## config.mk

```make
export PLATFORM = sky130hd
export DESIGN_NAME = tx_frame_sched
export DESIGN_NICKNAME = d
export VERILOG_FILES = /design/src/rtl/tx_frame_sched.sv
export SDC_FILE = /design/constraint.sdc
export NUM_CORES = 1
export LEC_CHECK = 0
export ABC_AREA = 1
export BUFFER_PORTS_ARGS = -buffer_cell sky130_fd_sc_hd__buf_4
export CAP_MARGIN = 25
export CELL_PAD_IN_SITES_DETAIL_PLACEMENT = 0
export CELL_PAD_IN_SITES_GLOBAL_PLACEMENT = 1
export CORE_MARGIN = 5
export CORE_UTILIZATION = 42
export DETAILED_ROUTE_END_ITERATION = 10
export PLACE_DENSITY = 0.79
export SYNTH_ARGS = -nofsm -noshare
export SYNTH_HDL_FRONTEND = slang
export SYNTH_SLANG_ARGS = --single-unit
export TNS_END_PERCENT = 50
```

## constraint.sdc

```tcl
create_clock -name clk -period 2.2 [get_ports clk]
set_input_delay 0.44 -clock clk [delete_from_list [all_inputs] [get_ports clk]]
set_output_delay 0.44 -clock clk [all_outputs]
set_load 0.02 [all_outputs]
```

## src/rtl/tx_frame_sched.sv

```systemverilog
// TX symbol sequencer: selects packet framing, SKP/FTS ordered sets and IDLE filler
// for the symbol mux, with SKP scheduling on a fixed interval.
module tx_frame_sched #(
  parameter int SKP_INTERVAL = 1180,
  parameter int SKP_LEN      = 3,
  parameter int FTS_LEN      = 4
) (
  input  logic       clk,
  input  logic       rst,
  input  logic       enb,
  input  logic       tlp_req,
  input  logic       dllp_req,
  input  logic [7:0] pkt_len,
  input  logic       pkt_nullify,
  input  logic       fts_req,
  output logic [3:0] control_dk,
  output logic       data_rd,
  output logic       pkt_ack,
  output logic       busy
);

  // state    | meaning
  // S_IDLE   | IDLE filler on output, decision point every cycle
  // S_OS_COM | COM of a SKP/FTS ordered set on output
  // S_OS_SYM | SKP or FTS symbols on output, cnt_q counts down to the last one
  // S_START  | STP/SDP on output, pkt_ack high
  // S_DATA   | payload bytes on output, cnt_q counts down to the last one
  // S_TAIL   | END/EDB on output, decision point

  localparam int OS_MAX = (SKP_LEN > FTS_LEN) ? SKP_LEN : FTS_LEN;
  localparam int CW     = ($clog2(OS_MAX) > 8) ? $clog2(OS_MAX) : 8;
  localparam int SW     = $clog2(SKP_INTERVAL);

  localparam logic [3:0] DK_DATA = 4'd0;
  localparam logic [3:0] DK_COM  = 4'd1;
  localparam logic [3:0] DK_SKP  = 4'd2;
  localparam logic [3:0] DK_STP  = 4'd3;
  localparam logic [3:0] DK_SDP  = 4'd4;
  localparam logic [3:0] DK_END  = 4'd5;
  localparam logic [3:0] DK_EDB  = 4'd6;
  localparam logic [3:0] DK_FTS  = 4'd7;
  localparam logic [3:0] DK_IDLE = 4'd8;

  typedef enum logic [2:0] {
    S_IDLE, S_OS_COM, S_OS_SYM, S_START, S_DATA, S_TAIL
  } state_t;

  state_t          state_q, state_d;
  logic [CW-1:0]   cnt_q, cnt_d;
  logic            os_skp_q, os_skp_d;
  logic            null_q, null_d;
  logic [7:0]      len_q, len_d;
  logic [SW-1:0]   skp_cnt_q;
  logic            skp_pend_q, fts_pend_q;
  logic            skp_wrap;
  logic            clr_skp, clr_fts;
  logic            decide;
  logic            ack_d;
  logic [3:0]      dk_d;

  assign skp_wrap = (skp_cnt_q == SW'(SKP_INTERVAL - 1));

  always_comb begin
    state_d  = state_q;
    cnt_d    = cnt_q;
    os_skp_d = os_skp_q;
    null_d   = null_q;
    len_d    = len_q;
    dk_d     = control_dk;
    ack_d    = 1'b0;
    clr_skp  = 1'b0;
    clr_fts  = 1'b0;
    decide   = 1'b0;

    case (state_q)
      S_IDLE: decide = 1'b1;
      S_OS_COM: begin
        state_d = S_OS_SYM;
        cnt_d   = os_skp_q ? CW'(SKP_LEN - 1) : CW'(FTS_LEN - 1);
        dk_d    = os_skp_q ? DK_SKP : DK_FTS;
      end
      S_OS_SYM: begin
        if (cnt_q == '0) decide = 1'b1;
        else cnt_d = cnt_q - 1'b1;
      end
      S_START: begin
        if (len_q == 8'd0) begin
          state_d = S_TAIL;
          dk_d    = null_q ? DK_EDB : DK_END;
        end else begin
          state_d = S_DATA;
          cnt_d   = CW'(len_q) - 1'b1;
          dk_d    = DK_DATA;
        end
      end
      S_DATA: begin
        if (cnt_q == '0) begin
          state_d = S_TAIL;
          dk_d    = null_q ? DK_EDB : DK_END;
        end else begin
          cnt_d = cnt_q - 1'b1;
        end
      end
      S_TAIL: decide = 1'b1;
      default: begin
        state_d = S_IDLE;
        dk_d    = DK_IDLE;
      end
    endcase

    // Last symbol of a unit is on the output: pick the next unit with no gap.
    if (decide) begin
      if (skp_pend_q) begin
        state_d  = S_OS_COM;
        os_skp_d = 1'b1;
        dk_d     = DK_COM;
        clr_skp  = 1'b1;
      end else if (fts_pend_q) begin
        state_d  = S_OS_COM;
        os_skp_d = 1'b0;
        dk_d     = DK_COM;
        clr_fts  = 1'b1;
      end else if (tlp_req || dllp_req) begin
        state_d = S_START;
        dk_d    = tlp_req ? DK_STP : DK_SDP;
        ack_d   = 1'b1;
        len_d   = pkt_len;
        null_d  = pkt_nullify;
      end else begin
        state_d = S_IDLE;
        dk_d    = DK_IDLE;
      end
    end
  end

  always_ff @(posedge clk) begin
    if (rst) begin
      state_q    <= S_IDLE;
      cnt_q      <= '0;
      os_skp_q   <= 1'b0;
      null_q     <= 1'b0;
      len_q      <= 8'd0;
      skp_cnt_q  <= '0;
      skp_pend_q <= 1'b0;
      fts_pend_q <= 1'b0;
      control_dk <= DK_IDLE;
      data_rd    <= 1'b0;
      pkt_ack    <= 1'b0;
      busy       <= 1'b0;
    end else if (enb) begin
      state_q    <= state_d;
      cnt_q      <= cnt_d;
      os_skp_q   <= os_skp_d;
      null_q     <= null_d;
      len_q      <= len_d;
      skp_cnt_q  <= skp_wrap ? '0 : skp_cnt_q + 1'b1;
      // A wrap on the clearing cycle keeps the SKP pending; same for a new fts_req.
      skp_pend_q <= (skp_pend_q && !clr_skp) || skp_wrap;
      fts_pend_q <= (fts_pend_q && !clr_fts) || fts_req;
      control_dk <= dk_d;
      data_rd    <= (dk_d == DK_DATA);
      pkt_ack    <= ack_d;
      busy       <= (dk_d != DK_IDLE);
    end else begin
      data_rd <= 1'b0;
      pkt_ack <= 1'b0;
    end
  end

endmodule
```

==> metrics.md, run 1 <==
| Metric | Value |
|---|---|
| Worst VDD drop | between 300 and 400 uV |
| IO Pins | 22 |
| Primary FF master, synth | dfxtp_1 |
| Iteration-0 DRC count of the detailed router | 87 |
| # DRC | 0 |
| Crit path kind | reg2reg |
| Tot GR Track Use | roughly 16% |
| Post-DR vias/cell | 4.930 |
| Slew HR | 68.46% |
| Number of H-tree levels | 2 |
| Final Non-Filler Cells | 445 |
| Die height | 83.90 um |
| Slowest CP cell | dfxtp_1 |
| Setup Viol. Count Final | 0 |
| Netlist cell types | 33 |
| Clock Pin Slew Worst Setup and Hold Paths | roughly 0.080 ns |
| RSZ-0062 raised after global routing | false |
| Inst Count DP | 437 |
| DP HPWL | a little over 4000 um |
| CP Capture Type | flip-flop |
| Largest net degree at the start of global routing | 21 |
| # rows | 27 |
| Clock Skew | 0.004074 ns |
| Starting density of the core | 42.43% |
| Chip Width | 83.90 um |
| First-pass GRT wire length | 9591 um |
| R2r worst-path depth | 12 |
| Syn Area/Cell | 6.590 sq um |
| CP dominant cell by count | nand2_1 |
| Die area | 0.007038 sq mm |
| Clock buffer depth | 2 |
| Max-Cap Viols | 0 |
| Antenna Cells | 0 |
| Fmax | 515.7 MHz |
| Buffers on Ports | 21 |
| Detailed-route via count | 2194 |
| Clock sinks | 41 |
| Antenna violations before repair | 0 |
| Core ar. | 0.005405 sq mm |
| Post-Syn Instances | around 350 |
| Critical R2R Capture | cnt_q[6] |
| Area growth, synth to finish | 13.69% |
| Critical Path End | cnt_q[6] |
| Clock latency at the later pin of the worst-skew pair | 0.29 ns |
| EDFF count, synth | 0 |
| Synth warn | 0 |
| Worst hold slack | 0.3694 ns |
| Root Driver | clkbuf_8 |
| CP peak stage delay | between 0.4 and 0.5 ns |
| CTS tree | done |
| Fillers | about 580 |
| Worst slew pin tran | 0.4726 ns |
| Crit path time final | 1.939 ns |
| Hold Buf Count CTS | 0 |
| Leak | ~1.2 nW |
| Internal power | 1.416 mW |
| Net count reported at finish | 389 |
| Post-Syn Area | 0.002293 sq mm |
| Sequential power share | 36.7% |
| Slew Viols, Final | 0 |
| Worst Path Max Fanout | 14 |
| R2R setup slack | 0.26 ns |
| Comb power frac | 42.9% |
| Fin. Hold Viols | 0 |
| Resized cells post-CTS | 0 |
| CP required | 2.43 ns |
| Worst Hold Class | in2reg |
| Setup Fix Bufs, Post-CTS | 0 |
| Cts bufs inserted | 5 |
| Clock power frac | 20.4% |
| Total wire length | 5364 um |
| Crit path launch | state_q[1] |
| CP Cell Sequence | nor2_2, nand2_4, nand2_4, nand2_1, o21ai_2, ha_1, nand2_1, nor2_2, nand2_1, nand2_1, nand3_1, a21oi_1 |
| Fin Setup TNS | 0 ns |
| Pwr Density | a little over 900 mW/mm^2 |
| Outcome | finished clean |
| Tcrit/Tclk final | between 80 and 90% |
| Switching part of the total | between 40% and 50% |
| Crit path DAT | 2.17 ns |
| Register bit total from synthesis | 41 |
| Drt first pass iters | 4 |
| Seq/Total Area, Yosys | 35.79% |
| Psw | 1.003 mW |
| Vias in the first global route | 2148 |
| Layout cells sized above 1 | between 10% and 20% |
| Placer Congestion | around 0.87 |
| DRT antenna net count | 0 |
| RR Startpoint | state_q[1] |
| Critical Path Source Type | flip-flop |
| Post-Synthesis Net Count | 365 |
| Total grt overflow | 0 |
| DR WL/cell | between 10 and 15 um |
| Post-synthesis async set-or-reset flop share | 0% |
[cell type report]
type,count,area [sq um],share of cell area (%)
clock buffers,6,72.57,2.783
clock inverters,2,15.01,0.5758
inverters,51,191.4,7.342
multi-input cells,249,1237,47.46
flip-flops and latches,41,820.8,31.48
well taps,72,90.09,3.455
repair buffers,24,180.2,6.910
[worst max-delay path: cells and delay by family, from the launching register on]
| kind | cells | cell delay [ns] |
|---|---|---|
| simple gates | 9 | 1.02 |
| flops | 1 | 0.41 |
| fa+ha+maj | 1 | 0.22 |
| compound gates | 2 | 0.23 |
[cell usage after synthesis, types with 3 or more instances]
cell / instances / share of area (%)
nand2_4: 3 / 1.5
nor2_1: 41 / 6.7
o21ai_1: 3 / 0.65
nor2_2: 4 / 1.1
nand4_1: 4 / 1.1
o21ai_0: 23 / 5.0
a31oi_1: 3 / 0.82
a21oi_1: 29 / 6.3
nand2_2: 4 / 1.1
nand3_1: 30 / 6.5
nor3_1: 12 / 2.6
inv_1: 49 / 8.0
dfxtp_1: 41 / 36
nand2_1: 73 / 12
clkbuf_1: 5 / 0.82
[worst min-delay path by stage]
stage / startpoint / end / slack [ns] / depth (start not counted)
2_1_floorplan: len_q[3] / len_q[3] / 0.44 / 2
3_3_place_gp: len_q[5] / len_q[5] / 0.47 / 2
3_5_place_dp: len_q[5] / len_q[5] / 0.47 / 2
4_1_cts: pkt_len[4] / len_q[4] / 0.37 / 3
5_1_grt: pkt_len[4] / len_q[4] / 0.39 / 3
6_report: pkt_len[4] / len_q[4] / 0.37 / 3
[state kept, by name, indices dropped and copies added (netlist names), 3 cells and up]
name,cells
len_q,8
state_q,3
skp_cnt_q,11
control_dk,4
cnt_q,8
[placed cells by master, fill, tap and decap left out, types with 4 or more instances in the layout]
| master | n |
|---|---|
| nand2_1 | 73 |
| inv_1 | 49 |
| nor2_1 | 41 |
| dfxtp_1 | 41 |
| nand3_1 | 30 |
| a21oi_1 | 29 |
| buf_4 | 24 |
| o21ai_0 | 23 |
| nor3_1 | 12 |
| clkbuf_8 | 5 |
| nor2_2 | 4 |
| nand2_2 | 4 |
| nand4_1 | 4 |
[cells by family after synthesis]
logic type	after synthesis	synth area share (%)
AO/OA/AOI/OAI	66	16.04
XOR/XNOR	2	0.7639
adder cells (fa/ha/maj)	2	1.091
buffers and inverters	58	10.26
AND/OR/NAND/NOR	179	36.06
flip-flops	41	35.79
[power by group through the flow]
stage / Clock (mW) / Combinational, mW / Sequential (mW)
5_1_grt: 0.546 / 1.19 / 0.901
3_3_place_gp: 0 / 1.03 / 0.904
3_5_place_dp: 0 / 1.04 / 0.905
6_report: 0.494 / 1.04 / 0.888
2_1_floorplan: 0 / 0.794 / 0.913
4_1_cts: 0.521 / 1.04 / 0.888
[routing by layer]
layer	global-route usage, %	share of wire (%)
met2	27.98	47
met5	0	0
met1	20.80	48
met3	3.554	3.3
met4	5.117	1.2
[stage by stage]
| stage | util (%) | worst slack (ns) | area (sq um) | total power, mW |
|---|---|---|---|---|
| 2_1_floorplan | - | 0.5034 | 2293 | 1.707 |
| 3_3_place_gp | 46.62 | 0.3498 | 2520 | 1.939 |
| 3_5_place_dp | 46.62 | 0.2804 | 2520 | 1.941 |
| 4_1_cts | 48.24 | 0.2571 | 2608 | 2.450 |
| 6_report | 48.24 | 0.2609 | 2608 | 2.419 |
| 5_1_grt | 48.24 | 0.04370 | 2608 | 2.639 |
(Power assumes the default switching activity.)
==> run 2: changes to the inputs <==
Clock period 2.2 ns to 2.05 ns, I/O delays scaled along.
==> run 2 against run 1 <==
Via count up 0.91%. Sequential share of layout area shrank 0.49 points. Total power rose by 15%. Largest cell class unchanged. Die area stayed put. Non-clock buffer count is 2 higher. Design area up 1.7%. Combinational power grew 11%. Utilization is 0.83 points higher. Register-to-register slack lost 0.08 ns. Global-route usage grew 0.22 points. Critical path depth fell by 1. Critical endpoint unchanged.
==> metrics.md, run 2 (synthesis gave the netlist of run 1 again) <==
| Metric | Value |
|---|---|
| CP Capture Type | flip-flop |
| Placer Congestion | 0.9729 (+12%) |
| Detailed-route via count | 2214 (+0.91%) |
| Antenna violations before repair | 0 (unchanged) |
| # DRC | 0 (unchanged) |
| Clock Skew | 0.006485 ns (+0.002411 ns) |
| # rows | 27 (unchanged) |
| Area growth, synth to finish | 15.66% |
| Leak | 1.198 nW (+2.6%) |
| Largest Register | skp_cnt_q |
| Most common cell after layout, fill and taps aside | nand2_1 |
| Fin Setup TNS | 0 ns (unchanged) |
| Number of H-tree levels | 2 (unchanged) |
| First-pass GRT wire length | 9625 um (+0.35%) |
| Cts bufs inserted | 5 (unchanged) |
| Resized cells post-CTS | 0 (unchanged) |
| Largest net degree at the start of global routing | 21 (unchanged) |
| Psw | 1.087 mW (+8.3%) |
| Post-DR vias/cell | 4.953 (+0.46%) |
| Die height | 83.90 um (unchanged) |
| Net count reported at finish | 391 (+0.51%) |
| Clock latency at the later pin of the worst-skew pair | 0.29 ns (about the same) |
| Buffers on Ports | 21 (unchanged) |
| Fin. Hold Viols | 0 (unchanged) |
| Antenna Cells | 0 (unchanged) |
| Fmax | 534.6 MHz (+3.7%) |
| Crit path DAT | 2.10 ns (-0.07 ns) |
| Biggest regs | skp_cnt_q (11), cnt_q (8), len_q (8) |
| DRT antenna net count | 0 (unchanged) |
| Clock power frac | 24.3% (+3.9 points) |
| Max-Cap Viols | 0 (unchanged) |
| Worst slew pin tran | 0.4057 ns (-0.06691 ns) |
| Crit path kind | reg2reg |
| Comb power frac | 41.4% (-1.5 points) |
| Crit path time final | 1.871 ns (-0.06852 ns) |
| DP HPWL | 4198 um (+1.2%) |
| Slew Viols, Final | 0 (unchanged) |
| Drt first pass iters | 4 (unchanged) |
| Clock buffer depth | 2 (unchanged) |
| Post-route cell area | 0.002653 sq mm (+1.7%) |
| Starting density of the core | 42.43% (unchanged) |
| Internal power | 1.694 mW (+20%) |
| IO Pins | 22 (unchanged) |
| Tcrit/Tclk final | 91.25% (+3.1 points) |
| Dpl cell area | 0.002535 sq mm (+0.60%) |
| Iteration-0 DRC count of the detailed router | 116 (+33%) |
| Pre-CTS setup slack | 0.1842 ns (-0.09624 ns) |
| Sequential power share | 34.3% (-2.4 points) |
| Worst VDD drop | 388.8 uV (+21%) |
| Worst Path Max Fanout | 14 (unchanged) |
| Tot GR Track Use | 16.71% (+0.22 points) |
| Hold Buf Count CTS | 0 (unchanged) |
| Core ar. | 0.005405 sq mm (unchanged) |
| Clock Pin Slew Worst Setup and Hold Paths | 0.08 ns (about the same) |
| Max reg flops | 11 (unchanged) |
| Layout cells sized above 1 | 14.93% (+0.72 points) |
| Inst Count DP | 439 (+0.46%) |
| Final Non-Filler Cells | 447 (+0.45%) |
| CP required | 2.28 ns (-0.15 ns) |
| Chip Width | 83.90 um (unchanged) |
| Pwr Density | 1048 mW/mm^2 (+13%) |
| CTS tree | done |
| Commonest non-fill, non-tap cells in the layout | 73 x nand2_1, 49 x inv_1, 41 x nor2_1 |
| Worst hold slack | 0.3407 ns (-0.02876 ns) |
| Setup Viol. Count Final | 0 (unchanged) |
| DR WL/cell | 12.50 um (+3.7%) |
| Total grt overflow | 0 (unchanged) |
| Root Driver | clkbuf_8 |
| Final worst setup slack | 0.1795 ns (-0.08148 ns) |
| Setup Fix Bufs, Post-CTS | 0 (unchanged) |
| Slew HR | 72.95% (+4.5 points) |
| Switching part of the total | 39.09% (-2.4 points) |
| Critical Path Source Type | flip-flop |
| End-of-flow core utilization | 49.07% (+0.83 points) |
| RSZ-0062 raised after global routing | false |
| Die area | 0.007038 sq mm (unchanged) |
| Outcome | finished clean |
| Tot Pwr | 2.781 mW (+15%) |
| Total wire length | 5589 um (+4.2%) |
| Worst Hold Class | in2reg |
| Vias in the first global route | 2084 (-3.0%) |
| Clock sinks | 41 (unchanged) |
run 2: cell count changes in the layout (fill, tap and decap cells not counted), sizes merged:
cell,change
clkinvlp,-2
clkbuf,+1
bufinv,+1
buf,+2
run 2: final timing paths:
path,start,end,slack [ns],depth (start not counted)
setup / recovery,state_q[1],cnt_q[6],0.18,11
hold / removal,pkt_len[4],len_q[4],0.34,3
setup reg to reg,state_q[1],cnt_q[6],0.18,11
hold reg to reg,cnt_q[6],cnt_q[6],0.49,2
run 2: per-layer routing:
layer,global-route usage [%],part of all wire [%],up-vias
met5,0,0,-
met4,5.263,0.98,0
met3,3.060,2.7,4
met2,27.69,48,32
met1,21.92,48,994
li1,-,-,1184
run 2: area by class of cell:
type	count	area, sq um
timing repair buffer	26	195.2
inverter	51	191.4
sequential	41	822.0
clock inverter	1	30.03
fill	569	2753
clock buffer	7	86.33
tap	72	90.09
multi-input combinational	249	1237
run 2: worst max-delay path, stage by stage, from the launching register on:
cell	delay (ns)
dfxtp_1	0.50
nor2_2	0.09
nand2_4	0.13
nand2_4	0.14
o21ai_2	0.21
ha_1	0.21
nand2_1	0.08
nor2_2	0.15
nand2_1	0.07
nand2_1	0.06
nand3_1	0.06
a21oi_1	0.12
run 2: power groups by stage:
stage               Combinational, mW  Clock (mW)  Sequential, mW
detailed placement               1.14           0           0.972
finish                           1.15       0.675           0.954
CTS                              1.15       0.701           0.954
global route                     1.30       0.723           0.968
floorplan                       0.852           0           0.980
global placement                 1.15           0           0.968
==> run 3: changes to the inputs <==
Settings changed: RECOVER_POWER from default to 50.
==> run 3 against run 2 <==
Total power shrank 0.78%. Die area is the same. Register-to-register slack is essentially flat. Final cell count is the same. Sequential cell count is the same. Largest cell class unchanged. Largest power group unchanged. Highest routed layer unchanged.
==> metrics.md, run 3 (synthesis gave the netlist of run 1 again) <==
| Metric | Value |
|---|---|
| CP Capture Type | flip-flop |
| Fmax | 536.5 MHz (+0.36%) |
| Slew Viols, Final | 0 (unchanged) |
| Core ar. | 0.005405 sq mm (unchanged) |
| Crit path launch | state_q[1] |
| Antenna Cells | 0 (unchanged) |
| Drt first pass iters | 4 (unchanged) |
| Die height | 83.90 um (unchanged) |
| Fin Setup TNS | 0 ns (unchanged) |
| RSZ-0062 raised after global routing | false |
| Setup Fix Bufs, Post-CTS | 0 (unchanged) |
| Cts bufs inserted | 5 (unchanged) |
| Clock buffer depth | 2 (unchanged) |
| CTS tree | done |
| Antenna violations before repair | 0 (unchanged) |
| Crit path DAT | 2.10 ns (about the same) |
| Dpl cell area | 0.002535 sq mm (unchanged) |
| Final worst setup slack | 0.1862 ns (+0.006754 ns) |
| Max reg flops | 11 (unchanged) |
| Total grt overflow | 0 (unchanged) |
| IO Pins | 22 (unchanged) |
| First-pass GRT wire length | 9625 um (unchanged) |
| Pre-CTS setup slack | 0.1842 ns (unchanged) |
| Min-Delay Startpoint | pkt_len[4] |
| Starting density of the core | 42.43% (unchanged) |
| Slew HR | 61.82% (-11 points) |
| Post-DR vias/cell | 5.004 (+1.0%) |
| Worst Hold Class | in2reg |
| CP required | 2.28 ns (about the same) |
| Largest net degree at the start of global routing | 21 (unchanged) |
| Leak | 1.166 nW (-2.7%) |
| Crit path kind | reg2reg |
| Clock latency at the later pin of the worst-skew pair | 0.29 ns (about the same) |
| Critical Path Source Type | flip-flop |
| Pwr Density | 1055 mW/mm^2 (+0.60%) |
| Number of H-tree levels | 2 (unchanged) |
| Clock Pin Slew Worst Setup and Hold Paths | 0.08 ns (about the same) |
| Most common cell after layout, fill and taps aside | nand2_1 |
| Buffers on Ports | 21 (unchanged) |
| # DRC | 0 (unchanged) |
| Tot Pwr | 2.759 mW (-0.78%) |
| RR Startpoint | state_q[1] |
| R2R setup slack | 0.19 ns (about the same) |
| Commonest non-fill, non-tap cells in the layout | 73 x nand2_1, 49 x inv_1, 41 x nor2_1 |
| Post-route cell area | 0.002616 sq mm (-1.4%) |
| Worst slew pin tran | 0.5667 ns (+0.1609 ns) |
| Root Driver | clkbuf_8 |
| Max-Cap Viols | 0 (unchanged) |
| Largest Register | skp_cnt_q |
| Vias in the first global route | 2084 (unchanged) |
| Iteration-0 DRC count of the detailed router | 111 (-4.3%) |
| Total wire length | 5603 um (+0.25%) |
| Worst VDD drop | 388.4 uV (about the same) |
| Worst Path Max Fanout | 14 (unchanged) |
| Clock Skew | 0.007269 ns (+0.0007840 ns) |
| Clock sinks | 41 (unchanged) |
| Area growth, synth to finish | 14.08% |
| Placer Congestion | 0.9729 (unchanged) |
| Setup Viol. Count Final | 0 (unchanged) |
| Tcrit/Tclk final | 90.92% (-0.33 points) |
| Chip Width | 83.90 um (unchanged) |
| Layout cells sized above 1 | 12.53% (-2.4 points) |
| Net count reported at finish | 391 (unchanged) |
| Tot GR Track Use | 16.71% (unchanged) |
| Fin. Hold Viols | 0 (unchanged) |
| Detailed-route via count | 2237 (+1.0%) |
| Inst Count DP | 439 (unchanged) |
| DR WL/cell | 12.53 um (+0.25%) |
| Biggest regs | skp_cnt_q (11), cnt_q (8), len_q (8) |
| Outcome | finished clean |
| Crit path time final | 1.864 ns (-0.006754 ns) |
| DP HPWL | 4198 um (unchanged) |
| # rows | 27 (unchanged) |
| Final Non-Filler Cells | 447 (unchanged) |
| Die area | 0.007038 sq mm (unchanged) |
| DRT antenna net count | 0 (unchanged) |
==> run 3: final cells by class <==
type,count,area (sq um)
repair buffers,26,162.7
multi-input cells,249,1234
inverters,51,191.4
clock inverters,1,30.03
clock buffers,7,86.33
fillers,579,2789
well taps,72,90.09
flip-flops and latches,41,822.0
==> run 3: what timing repair did <==
action | 4_1_cts | 5_1_grt
gates resized for setup | 0 | 1
hold buffers | 0 | 0
hold endpoints to repair | 0 | 0
setup endpoints to repair | 0 | 1
==> run 3: power breakdown <==
part / total (mW) / switching (mW) / internal, mW
sequential: 0.954 / 0.0729 / 0.881
combinational: 1.13 / 0.733 / 0.395
clock: 0.677 / 0.280 / 0.397
==> run 3: final timing paths <==
kind         depth (start not counted)       end
max                                 11  cnt_q[6]
min                                  3  len_q[4]
max reg2reg                         11  cnt_q[6]
min reg2reg                          2  cnt_q[2]
==> run 3: routing by layer <==
| metal | track usage, % | part of all wire, % | wire length (um) |
|---|---|---|---|
| met2 | 27.69 | 47 | 2640 |
| met1 | 21.92 | 48 | 2697 |
| met3 | 3.060 | 3.6 | 204 |
| met5 | 0 | 0 | 0 |
| met4 | 5.263 | 1.1 | 61 |
==> run 3: worst max-delay path, cell delays in order, from the launching register on <==
cell,delay [ns]
dfxtp_1,0.50
nor2_2,0.09
nand2_4,0.13
nand2_4,0.13
o21ai_2,0.21
ha_1,0.21
nand2_1,0.08
nor2_2,0.14
nand2_1,0.07
nand2_1,0.06
nand3_1,0.06
a21oi_1,0.12
==> run 3: per-stage QoR <==
stage	hold WS, ns	util [%]
2_1_floorplan	0.4420	-
3_3_place_gp	0.4720	46.90
3_5_place_dp	0.4765	46.90
4_1_cts	0.3295	49.05
5_1_grt	0.3414	48.40
6_report	0.3386	48.40
